## src/rtl/icache_controller.sv

```systemverilog
// Direct-mapped, read-only instruction cache: 8 lines x 16-byte blocks, hit in the same cycle.
// Optional ICACHE_STATS_EN macro adds saturating hit_count / miss_count outputs.
module icache_controller #(
   parameter int BLOCKS = 8
) (
   input  logic         CLK,
   input  logic         RESET,
   input  logic [31:0]  PC,
   output logic [31:0]  INSTRUCTION,
   output logic         busywait,
   output logic         mem_read,
   output logic [5:0]   mem_address,
   input  logic [127:0] mem_readdata,
   input  logic         mem_busywait
`ifdef ICACHE_STATS_EN
   ,
   output logic [15:0]  hit_count,
   output logic [15:0]  miss_count
`endif
);

   localparam int IDX_W = $clog2(BLOCKS);
   localparam int TAG_W = 6 - IDX_W;

   typedef enum logic [1:0] {
      IDLE     = 2'd0,
      MEM_READ = 2'd1,
      UPDATE   = 2'd2
   } state_t;

   state_t             state_r;
   state_t             next_state_s;
   logic [BLOCKS-1:0]  valid_r;
   logic [TAG_W-1:0]   tag_r  [BLOCKS];
   logic [127:0]       data_r [BLOCKS];
   logic [127:0]       fill_r;

   logic [IDX_W-1:0]   idx_s;
   logic [TAG_W-1:0]   tag_s;
   logic [1:0]         offset_s;
   logic               hit_s;
   logic               busywait_s;
   logic               mem_read_s;
   logic [5:0]         mem_address_s;
   logic               unused_pc_s;

   function automatic logic [31:0] select_word(input logic [127:0] blk, input logic [1:0] off);
      logic [31:0] w;
      case (off)
         2'd0:    w = blk[31:0];
         2'd1:    w = blk[63:32];
         2'd2:    w = blk[95:64];
         2'd3:    w = blk[127:96];
         default: w = blk[31:0];
      endcase
      return w;
   endfunction

   assign idx_s       = PC[4+IDX_W-1:4];
   assign tag_s       = PC[9:4+IDX_W];
   assign offset_s    = PC[3:2];
   assign unused_pc_s = ^{PC[31:10], PC[1:0]};

   assign hit_s       = valid_r[idx_s] && (tag_r[idx_s] == tag_s);
   assign INSTRUCTION = hit_s ? select_word(data_r[idx_s], offset_s) : 32'h0000_0000;

   // A miss raises busywait before the state register moves, so it is masked by RESET directly.
   assign busywait    = busywait_s & ~RESET;
   assign mem_read    = mem_read_s;
   assign mem_address = mem_address_s;

   // Next-state and handshake outputs.
   always_comb begin
      next_state_s  = state_r;
      busywait_s    = 1'b0;
      mem_read_s    = 1'b0;
      mem_address_s = 6'd0;
      case (state_r)
         IDLE: begin
            if (!hit_s) begin
               busywait_s   = 1'b1;
               next_state_s = MEM_READ;
            end else begin
               next_state_s = IDLE;
            end
         end
         MEM_READ: begin
            busywait_s    = 1'b1;
            mem_read_s    = 1'b1;
            mem_address_s = PC[9:4];
            if (!mem_busywait) begin
               next_state_s = UPDATE;
            end else begin
               next_state_s = MEM_READ;
            end
         end
         UPDATE: begin
            busywait_s   = 1'b1;
            next_state_s = IDLE;
         end
         default: begin
            next_state_s = IDLE;
         end
      endcase
   end

   // State register, fill buffer and line storage.
   always_ff @(posedge CLK or posedge RESET) begin
      if (RESET) begin
         state_r <= IDLE;
         fill_r  <= 128'd0;
         valid_r <= {BLOCKS{1'b0}};
         for (int i = 0; i < BLOCKS; i++) begin
            tag_r[i]  <= {TAG_W{1'b0}};
            data_r[i] <= 128'd0;
         end
      end else begin
         state_r <= next_state_s;
         if (state_r == MEM_READ && !mem_busywait) begin
            fill_r <= mem_readdata;
         end
         if (state_r == UPDATE) begin
            data_r[idx_s]  <= fill_r;
            tag_r[idx_s]   <= tag_s;
            valid_r[idx_s] <= 1'b1;
         end
      end
   end

`ifdef ICACHE_STATS_EN
   logic [15:0] hit_count_r;
   logic [15:0] miss_count_r;
   logic [7:0]  prev_pc_r;
   logic        first_hit_r;

   assign hit_count  = hit_count_r;
   assign miss_count = miss_count_r;

   // A held PC counts as one hit; the first hit after a fill or reset always counts.
   always_ff @(posedge CLK or posedge RESET) begin
      if (RESET) begin
         hit_count_r  <= 16'd0;
         miss_count_r <= 16'd0;
         prev_pc_r    <= 8'd0;
         first_hit_r  <= 1'b1;
      end else begin
         prev_pc_r <= PC[9:2];
         if (state_r == UPDATE) begin
            first_hit_r <= 1'b1;
         end else if (state_r == IDLE && hit_s) begin
            first_hit_r <= 1'b0;
         end
         if (state_r == IDLE && hit_s && (first_hit_r || PC[9:2] != prev_pc_r)
             && hit_count_r != 16'hFFFF) begin
            hit_count_r <= hit_count_r + 16'd1;
         end
         if (state_r == IDLE && !hit_s && miss_count_r != 16'hFFFF) begin
            miss_count_r <= miss_count_r + 16'd1;
         end
      end
   end
`endif

endmodule

```

## config.mk

```make
export PLATFORM = sky130hd
export DESIGN_NAME = icache_controller
export DESIGN_NICKNAME = d
export VERILOG_FILES = /design/src/rtl/icache_controller.sv
export SDC_FILE = /design/constraint.sdc
export NUM_CORES = 2
export LEC_CHECK = 0
export CORE_ASPECT_RATIO = 1.25
export CORE_MARGIN = 2
export CORE_UTILIZATION = 55
export CTS_BUF_LIST = sky130_fd_sc_hd__clkbuf_4 sky130_fd_sc_hd__clkbuf_8 sky130_fd_sc_hd__clkbuf_16
export DETAILED_ROUTE_END_ITERATION = 6
export MAX_ROUTING_LAYER = met4
export PLACE_DENSITY = 0.72
export SETUP_SLACK_MARGIN = 0.5
export SYNTH_ARGS = -nofsm -noshare
export SYNTH_HDL_FRONTEND = slang
export SYNTH_SLANG_ARGS = --single-unit
```

## constraint.sdc

```tcl
create_clock -name CLK -period 76.5 [get_ports CLK]
set_input_delay 15.3 -clock CLK [delete_from_list [all_inputs] [get_ports CLK]]
set_output_delay 15.3 -clock CLK [all_outputs]
set_load 0.005 [all_outputs]
```

==> results.py <==
metrics = {
    "run_status": {
        "status": "complete, no violations",
    },
    "die": {
        "start_util_pct": 55.3,
        "die_area_sq_um": 97300,
        "num_rows": 126,
        "die_w_um": 279,
        "ios": 203,
        "core_area_sq_um": 94300,
        "die_y_um": 348,
    },
    "timing": {
        "period_needed_ps": 35050,
        "worstMarginPinSlew_ps": 1150,
        "slew_violations": 0,
        "finalCritPeriodShare_pct": 45.8,
        "fmaxAchievable_mhz": 28.5,
        "rsz0062_at_grt": "no",
        "finalHoldViolations": 0,
        "finalSetupTns_ps": 0,
        "setup_viol": 0,
        "slew_headroom_pct": 23.0,
        "hold_ws_ps": 460,
        "clock_skew_ps": 27.5,
        "fin_ws_ps": 41450,
    },
    "critical_path": {
        "critPathKind": "input pin to primary output",
        "rrSetupSlack_ps": 72080,
        "critPathMaxFanout": 58,
        "critPathRequiredTime_ps": 61200,
        "end_kind": "primary output",
        "crit_path_start_kind": "input pin",
        "worstPathArrival_ps": 19750,
    },
    "logic_synthesis": {
        "synth_cell_types": 36,
        "yosys_warnings": 0,
        "synth_area_per_cell_sq_um": 16.4,
        "syn_area_sq_um": 52200,
        "ys_seq_elements": 1186,
        "synth_fp_nets": 3343,
        "syn_inst": 3176,
        "ys_seq_area_share_pct": 56.9,
    },
    "layout": {
        "syn2layout_area_growth_pct": 13.0,
        "final_common_cell": "dfrtp_1",
        "nets": 3462,
        "final_area_sq_um": 59000,
        "final_cell_mix": "dfrtp_1 (1186), mux2_2 (1178), mux4_2 (262)",
        "drive_above_1_share_pct": 51.7,
    },
    "grt": {
        "grt_util_all_layers_pct": 28.4,
        "grt_max_degree": 191,
        "grt_pass1_vias": 32587,
        "overflow": 0,
        "antenna_found_initial": 13,
        "grt_first_pass_wirelength_um": 201000,
    },
    "place": {
        "preCtsSetupSlack_ps": 41440,
        "hpwl_um": 78200,
        "portBuffers": 178,
        "gp_congestion": 0.789,
        "placed_cell_area_sq_um": 54900,
    },
    "pwr": {
        "seqPwrFrac_pct": 49.6,
        "comb_power_share_pct": 22.2,
        "clockPowerShare_pct": 28.1,
        "power_uw": 2110,
        "total_leakage_power_uw": 0.0265,
        "power_density_nw_per_um2": 35.8,
        "switching_share_pct": 28.5,
        "internal_power_uw": 1510,
        "vdd_ir_drop_max_mv": 0.0214,
        "p_switching_uw": 602,
    },
    "route": {
        "m1WireLength_um": 54300,
        "dr_wl_met3_um": 7450,
        "drtIter0Drc": 2109,
        "routed.top_layer": "met4",
        "routedWlPerCell_um": 28.4,
        "met2_length_um": 64000,
        "first_pass_iters": 5,
        "ant_nets": 0,
        "route.detailed.drc": 0,
        "vias": 28953,
        "post_drt_via_cell_ratio": 6.28,
        "routed_wl_um": 131000,
    },
    "cts": {
        "clk_latency_ps": 710,
        "cts-htree-levels": 3,
        "cts.path.max_buffers": 3,
        "path_clk_slew_ps": 60,
        "clock_sinks": 1186,
        "root_buffer": "clkbuf_16",
        "cts_setup_buffers": 0,
        "cts_buffers": 115,
        "holdBufCountCts": 0,
        "cts-resized-gates": 0,
        "cts_tree": "yes",
    },
    "min_path": {
        "min_path_type": "register to register",
    },
    "job": {
        "max_cap_violations": 0,
    },
}
metrics by stage:
step                util [%]  cells
floorplan                  -   3176
global placement        58.3   4394
detailed placement      58.3   4394
CTS                     62.5   4601
global route            62.5   4610
finish                  62.5   4610
power by group through the flow:
stage          logic [uW]  clock network [uW]  registers, uW
3_5_place_dp          472                   0           1060
4_1_cts               474                 604           1050
2_1_floorplan         374                   0            985
3_3_place_gp          450                   0           1020
5_1_grt               505                 630           1080
6_report              469                 593           1050
per-layer routing:
layer,global-route usage (%),vias up
met4,11.7,0
met3,5.76,246
met2,44.8,714
met5,-,-
li1,-,12134
met1,36.3,15859
kinds of logic after synthesis:
family                   synth area share (%)
AND/OR/NAND/NOR                          1.54
flip-flops                               56.9
adder cells (fa/ha/maj)                0.0960
AO/OA/AOI/OAI                            1.90
multiplexers                             37.5
buffers and inverters                    2.07
XOR/XNOR                               0.0336
area by class of cell:
cell class / instances / area [sq um]
fillers: 6726 / 35300
flip-flops and latches: 1186 / 29700
multi-input cells: 1755 / 21500
clock buffers: 169 / 3480
repair buffers: 233 / 2260
well taps: 1216 / 1520
clock inverters: 38 / 519
inverters: 4 / 22.5
diodes: 9 / 22.5
registers in the layout, indices dropped and copies added, names as in the netlist:
name	count
fill_r	128
state_r	2
data_r	1024
valid_r	8
tag_r	24
path summary, 6_finish.rpt:
check / from / endpoint / depth (start not counted)
min: valid_r[6]$_DFFE_PP0P_ / valid_r[6]$_DFFE_PP0P_ / 1
max reg2reg: state_r[0]$_DFF_PP0_ / data_r[550]$_DFFE_PP0P_ / 7
min reg2reg: valid_r[6]$_DFFE_PP0P_ / valid_r[6]$_DFFE_PP0P_ / 1
min in group asynchronous: RESET / fill_r[3]$_DFFE_PP0P_ / 2
max: PC[6] / INSTRUCTION[17] / 9
max in group asynchronous: RESET / data_r[969]$_DFFE_PP0P_ / 6
cell usage after synthesis:
library cell	count	area share, %
and3b_1	2	0.034
o22ai_1	32	0.38
a2bb2oi_1	1	0.017
buf_4	2	0.029
xnor2_1	2	0.034
a22oi_1	65	0.94
buf_6	5	0.11
a2111oi_0	1	0.017
dfrtp_1	1186	57
o211ai_1	32	0.46
a211oi_1	1	0.014
nor3_2	31	0.59
and3_1	1	0.012
a211o_4	1	0.034
inv_1	4	0.029
nor3_1	4	0.038
buf_2	120	1.2
nand4b_1	3	0.050
ha_1	4	0.096
a21oi_1	3	0.029
nand2_1	67	0.48
clkbuf_1	89	0.64
nand2b_1	6	0.072
or2_2	4	0.048
nor2_1	3	0.022
buf_1	15	0.11
nor3b_2	2	0.048
nand3_1	1	0.0096
a21o_1	1	0.014
and2_1	6	0.072
mux2i_1	37	0.71
mux4_2	262	11
mux2_2	1178	25
nand4_1	1	0.012
nor3b_1	1	0.014
nor2b_1	3	0.036
worst max-delay path, stage by stage:
cell and delay (ps):
buf_8 430, buf_4 850, buf_4 690, mux4_2 590, o22ai_1 500, o211ai_1 500
nand2_1 220, nor3_2 60, clkdlybuf4s50_1 470
(Power assumes the default switching activity.)
